[src/rtl/adder_rr_arbiter.sv]
// Round-robin arbiter that shares one combinational adder among NUM_REQ requesters.
// Only one add is in flight; the registered sum is held until the consumer takes it.
module adder_rr_arbiter #(
  parameter int NUM_REQ = 4,
  parameter int WIDTH   = 32,
  parameter int ID_W    = $clog2(NUM_REQ)
) (
  input  logic                     clk,
  input  logic                     rst,
  input  logic [NUM_REQ-1:0]       req_valid,
  input  logic [NUM_REQ*WIDTH-1:0] req_src1,
  input  logic [NUM_REQ*WIDTH-1:0] req_src2,
  output logic [NUM_REQ-1:0]       req_ready,
  output logic [WIDTH-1:0]         add_src1,
  output logic [WIDTH-1:0]         add_src2,
  input  logic [WIDTH-1:0]         add_out,
  output logic                     rsp_valid,
  output logic [ID_W-1:0]          rsp_id,
  output logic [WIDTH-1:0]         rsp_data,
  input  logic                     rsp_ready,
  output logic                     busy
);

  // Handshakes: a request transfers on a cycle where req_valid[i] && req_ready[i];
  // a response transfers on a cycle where rsp_valid && rsp_ready. Valid never
  // waits on ready, and the response payload is stable while rsp_valid is high.

  typedef enum logic [1:0] {
    IDLE = 2'd0,
    CALC = 2'd1,
    HOLD = 2'd2
  } state_t;

  state_t             state_q, state_d;
  logic [ID_W-1:0]    rr_ptr;
  logic [ID_W-1:0]    gnt;
  logic [WIDTH-1:0]   op1, op2;
  logic [ID_W-1:0]    grant;
  logic [ID_W-1:0]    cand;
  logic [ID_W-1:0]    ptr_next;
  logic               found;
  logic               accept;

  // Search rr_ptr, rr_ptr+1, ... (mod NUM_REQ) for the first active request.
  always_comb begin
    found = 1'b0;
    grant = '0;
    cand  = '0;
    for (int i = 0; i < NUM_REQ; i++) begin
      cand = ID_W'((32'(rr_ptr) + 32'(i)) % NUM_REQ);
      if (!found && req_valid[cand]) begin
        found = 1'b1;
        grant = cand;
      end
    end
  end

  assign ptr_next  = (grant == ID_W'(NUM_REQ - 1)) ? '0 : grant + 1'b1;
  assign accept    = !rst && (state_q == IDLE) && found;
  assign req_ready = accept ? (NUM_REQ'(1) << grant) : '0;
  assign add_src1  = op1;
  assign add_src2  = op2;
  assign busy      = (state_q != IDLE);

  always_comb begin
    state_d = state_q;
    case (state_q)
      IDLE:    if (found) state_d = CALC;
      CALC:    state_d = HOLD;
      HOLD:    if (rsp_ready) state_d = IDLE;
      default: state_d = IDLE;
    endcase
  end

  always_ff @(posedge clk) begin
    if (rst) state_q <= IDLE;
    else     state_q <= state_d;
  end

  always_ff @(posedge clk) begin
    if (rst) begin
      rr_ptr    <= '0;
      gnt       <= '0;
      op1       <= '0;
      op2       <= '0;
      rsp_valid <= 1'b0;
      rsp_id    <= '0;
      rsp_data  <= '0;
    end else begin
      case (state_q)
        IDLE: begin
          if (found) begin
            op1    <= req_src1[grant*WIDTH +: WIDTH];
            op2    <= req_src2[grant*WIDTH +: WIDTH];
            gnt    <= grant;
            rr_ptr <= ptr_next;
          end
        end
        CALC: begin
          rsp_data  <= add_out;
          rsp_id    <= gnt;
          rsp_valid <= 1'b1;
        end
        HOLD: begin
          if (rsp_ready) rsp_valid <= 1'b0;
        end
        default: ;
      endcase
    end
  end

endmodule

[config.mk]
export PLATFORM = sky130hd
export DESIGN_NAME = adder_rr_arbiter
export DESIGN_NICKNAME = d
export VERILOG_FILES = /design/src/rtl/adder_rr_arbiter.sv
export SDC_FILE = /design/constraint.sdc
export NUM_CORES = 1
export LEC_CHECK = 0
export BUFFER_PORTS_ARGS = -buffer_cell sky130_fd_sc_hd__buf_4
export CAP_MARGIN = 30
export CORE_ASPECT_RATIO = 0.8
export CORE_UTILIZATION = 25
export CTS_BUF_LIST = sky130_fd_sc_hd__clkbuf_4 sky130_fd_sc_hd__clkbuf_8
export DETAILED_ROUTE_END_ITERATION = 7
export MAX_ROUTING_LAYER = met4
export PLACE_DENSITY = 0.56
export REMOVE_ABC_BUFFERS = 1
export SLEW_MARGIN = 20
export SYNTH_ARGS = -nofsm -noshare
export SYNTH_HDL_FRONTEND = slang
export SYNTH_SLANG_ARGS = --single-unit
[constraint.sdc]
create_clock -name clk -period 2 [get_ports clk]
set_input_delay 0.2 -clock clk [delete_from_list [all_inputs] [get_ports clk]]
set_output_delay 0.2 -clock clk [all_outputs]
set_load 0.1 [all_outputs]
Yosys cells after proc, flatten, opt, wreduce, memory -nomap -nowiden
Cells that the tools add are included.
Widths: inputs -> output; s select.
- add/sub/neg operators: 4
- magnitude comparators: 4
- eq/ne operators: 5
- shift-type cells: 3
- multiplexer cells: 23
- reduce and logical (&&, ||, !) cells: 15
- operators by type and width (kind ; number):
    $shiftx 128x8->32 ; 2
    $mux 2 ; 7
    $lt 2x3->1 const B ; 4
    $mux 1 ; 9
    $bmux 1 s2 ; 4
    $pmux 2 s3 ; 1
    $reduce_and 2->1 ; 3
    $logic_and 1x1->1 ; 5
    $add 2x1->2 const B ; 2
    $add 2x2->2 const B ; 2
    $eq 2x2->1 const B ; 2
    $logic_not 1->1 ; 4
    $mux 4 ; 1
    $ne 2x2->1 const B ; 2
    $reduce_bool 2->1 ; 2
    $shl 1x2->4 const A ; 1
    $eq 2x1->1 const B ; 1
    $logic_not 2->1 ; 1
    $pmux 1 s2 ; 1
- register bits: 105
- input bits: 295
- logic and storage cells: 62

Longest topological paths before layout
- word-level depth: 14
- mapped depth: 8

Worst setup path before layout
OpenSTA, ideal clock, no wires.
- path kind: reg-to-output
- start: register rr_ptr[1]
- end: output req_ready[1]
- arrival: 2550 ps
- required time: 1800 ps
- slack: -750 ps
- stages on the path, launching flop included: 7
- path buffers: 2
- cell sequence: dfxtp_1 -> buf_2 -> nand2_1 -> a311o_1 -> and2_1 -> buf_2 -> nor2_1
- cells in the longest elaborated chain, start to end: 14
- elaborated cells on any way between the ends: 28
- classes of those cells: 3 x add/sub; 1 x shift; 17 x mux; 7 x reduce/logical
- RTL lines (what ; line ; RTL):
    start: declaration ; 35 ; logic [ID_W-1:0] rr_ptr;
    start signal: assignment ; 96 ; rr_ptr <= ptr_next;
    parallel branches: the longest is 13 deep, another holds $add 2x1->2 ; -- ;
    $mux 4 * ; 60 ; assign req_ready = accept ? (NUM_REQ'(1) << grant) : '0;
    end: declaration ; 13 ; output logic [NUM_REQ-1:0] req_ready,
Every way passes the cells marked *. The select of a mux whose other input is x is not followed.

Final worst setup path
- start: register rr_ptr[0]
- end: output req_ready[2]
The elaborated chain is that of the path after synthesis.

==> flow_summary.toml <==
[outcome]
status = "complete, but fails checks"
violations = "negative setup slack"

[setup_path]
cp_slowest_cell = "dfxtp_4"
cp-end-kind = "primary output"
cp_data_required_time_ps = 1800
cp_top_family = "simple AND/OR/NAND/NOR gates"
path_max_fanout = 4
crit_type = "flip-flop to primary output"
cp-start-kind = "flip-flop"
crit_chain = "nand2b_4, a21oi_4, nor3_2, buf_4, inv_4, ha_4, and3_4, buf_12"
crit_path_max_incr_delay_ps = 380
arrival_ps = 1840
crit_buf_inv = 3

[yosys]
ys_seq_area_share_pct = 37.95
synth_seq_cells = 105
synth_top_family_by_area = "compound AO/OA/AOI/OAI gates"
synthCells = 708
netlist_area_um2 = 5539
synthSimpleGateAreaFrac_pct = 19.11
yosys.area_share.xor_xnor_pct = 0
ys.warnings.count = 0
synthMuxAreaShare_pct = 1.807
yosys.cell_types.count = 32
synth-compound-area-share_pct = 35.17
post_synth_fa_ha_maj_area_fraction_pct = 0.4518
avgSynthCellArea_um2 = 7.824

[routing]
dr.first_iter.drc_count = 309
vias_per_cell = 4.853
drtAntennaViolNets = 0
wirelength_um = 23210
met2WireLength_um = 11370
wire_per_inst_um = 17.09
drc = 0
firstDrtPassIters = 4
wirelength_met1_um = 9529
via_count = 6590
top_layer = "met4"
wl_met3_um = 1971

[flow_run]
cap_violations = 0

[floorplanning]
die_w_um = 168.4
ios = 399
rows = 48
initial_utilization_pct = 25.62
coreArea_um2 = 21620
die_area_um2 = 22760
die_height_um = 135.1

[grt]
gr-usage-all-layers_pct = 20.30
antenna_found_initial = 0
grt_overflow_total = 0
grt_first_pass_wirelength_um = 34620
grt_pass1_vias = 6296
grt_max_degree = 95

[timing]
rsz0062_at_grt = "true"
maxSlewViolCount = 0
hold_viol_final = 0
fmax_mhz = 489.1
worst_pin_slew_ps = 518.2
fin_crit_sh_pct = 102.2
slew_headroom_pct = 65.17
setup_viol = 3
fin_crit_ps = 2045
fin_ws_ps = -44.53
fin_skew_ps = 7.893

[placement]
place_congestion = 0.8197
placed_area_um2 = 8870
io_buffers = 398
dpl.hpwl_um = 17360

[final_layout]
antenna_cells = 0
drive_gt1_share_pct = 43.77
syn_to_final_growth_pct = 67.47
fin_nets = 1375
final_common_cell = "buf_4"
final_cell_mix = "buf_4 (420), nand2_1 (135), dfxtp_1 (103)"
postLayoutCellArea_um2 = 9276
fin_util_pct = 42.91

[clock_network]
hold_buffers = 0
cts_buffer_depth = 2
path_clk_slew_ps = 110
h-tree-depth = 3
clkSinkCount = 105
cts_root_buf = "clkbuf_8"
clk_latency_ps = 380
tritoncts = "built"
cts_buffers = 9

[min_path]
worstHoldPathType = "input pin to flip-flop"

[pwr]
p_per_area_nw_per_um2 = 967.6
p_leak_nw = 4.200
ir_drop_mv = 0.5083
-- per-layer routing --
metal  global-route usage (%)  vias up
met5                        -        -
met2                    34.30      232
li1                         -     3309
met4                    5.051        0
met3                    7.450       20
met1                    22.71     3029
-- synthesized netlist by cell type --
| cell type | number | share of area, % |
|---|---|---|
| nor3_1 | 1 | 0.090 |
| nor2b_1 | 3 | 0.34 |
| nor4_4 | 1 | 0.38 |
| o221ai_1 | 4 | 0.63 |
| o22a_1 | 1 | 0.16 |
| or3b_2 | 1 | 0.16 |
| inv_1 | 6 | 0.41 |
| a311o_1 | 1 | 0.18 |
| o211a_1 | 1 | 0.18 |
| a21o_1 | 1 | 0.14 |
| nand3b_1 | 2 | 0.27 |
| mux2i_1 | 10 | 1.8 |
| buf_2 | 10 | 0.90 |
| nor4_2 | 1 | 0.23 |
| nor2_1 | 8 | 0.54 |
| o21ai_0 | 35 | 3.2 |
| and3_1 | 62 | 7.0 |
| nand2_1 | 136 | 9.2 |
| nand2b_1 | 3 | 0.34 |
| o21a_1 | 1 | 0.14 |
| o21ai_1 | 28 | 2.5 |
| ha_1 | 2 | 0.45 |
| clkbuf_1 | 62 | 4.2 |
| nor3_2 | 1 | 0.18 |
| a22oi_1 | 60 | 8.1 |
| a21oi_1 | 38 | 3.4 |
| and2_1 | 2 | 0.23 |
| o211ai_1 | 60 | 8.1 |
| o22ai_2 | 1 | 0.23 |
| a21boi_0 | 60 | 8.1 |
| or4_1 | 1 | 0.14 |
| dfxtp_1 | 105 | 38 |
-- worst min-delay path: stages --
cell     delay [ps]
buf_4           110
nand2_1          40
a21oi_1          50
-- registers in the layout, summed over array words and instances (netlist names) --
register,flops
rsp_data,32
rsp_valid,1
add_src1,32
rr_ptr,2
state_q,2
add_src2,32
rsp_id,2
gnt,2
-- final timing paths --
| check | from | endpoint | slack [ps] | cells after the start |
|---|---|---|---|---|
| setup reg to reg | rr_ptr[0]$_SDFFE_PP0P_ | add_src1[19]$_SDFFE_PP0P_ | 170 | 7 |
| setup / recovery | rr_ptr[0]$_SDFFE_PP0P_ | req_ready[2] | -40 | 8 |
| hold reg to reg | gnt[0]$_SDFFE_PP0P_ | rsp_id[0]$_SDFFE_PP0P_ | 450 | 2 |
| hold / removal | add_out[13] | rsp_data[13]$_SDFFE_PP0P_ | 50 | 3 |
-- stage by stage --
stage                     TNS [ps]  std cells  setup slack, ps  hold WS (ps)  total power [mW]
after detailed placement         0       1333            11.99         448.0             7.614
after CTS                   -166.5       1354           -59.64         14.69             9.026
final                       -105.9       1358           -44.53         48.51             8.976
after global placement           0       1333            49.38         443.2             7.597
after global routing        -402.7       1358           -145.7         20.43             9.436
after floorplan             -84840        636            -1889         269.1             6.025
-- logic make-up after synthesis --
group,after synthesis
adders and majority gates,2
muxes,10
buffers and inverters,78
and+or+nand+nor,222
DFF,105
AOI/OAI and AO/OA,291
-- final cells by class --
| cell class | instances | area [um^2] |
|---|---|---|
| Fill cell | 2284 | 12340 |
| Timing Repair Buffer | 431 | 3356 |
| Multi-Input combinational cell | 525 | 3261 |
| Sequential cell | 105 | 2107 |
| Tap cell | 275 | 344.1 |
| Clock buffer | 10 | 131.4 |
| Clock inverter | 6 | 52.55 |
| Inverter | 6 | 25.02 |
-- report_power, final --
group	leakage (nW)	switching, mW	internal [mW]
combinational	3.25	3.60	1.47
clock	0.0884	0.812	0.485
sequential	0.865	0.182	2.42
-- timing repair --
item | 4_1_cts | 5_1_grt
endpoints found under the hold margin | 0 | 0
pin swaps | 8 | 6
setup buffers | 5 | 5
endpoints found under the setup margin | 12 | 4
gates resized for setup | 31 | 10
cloned | 0 | 0
Power figures use the tool's default switching activity.
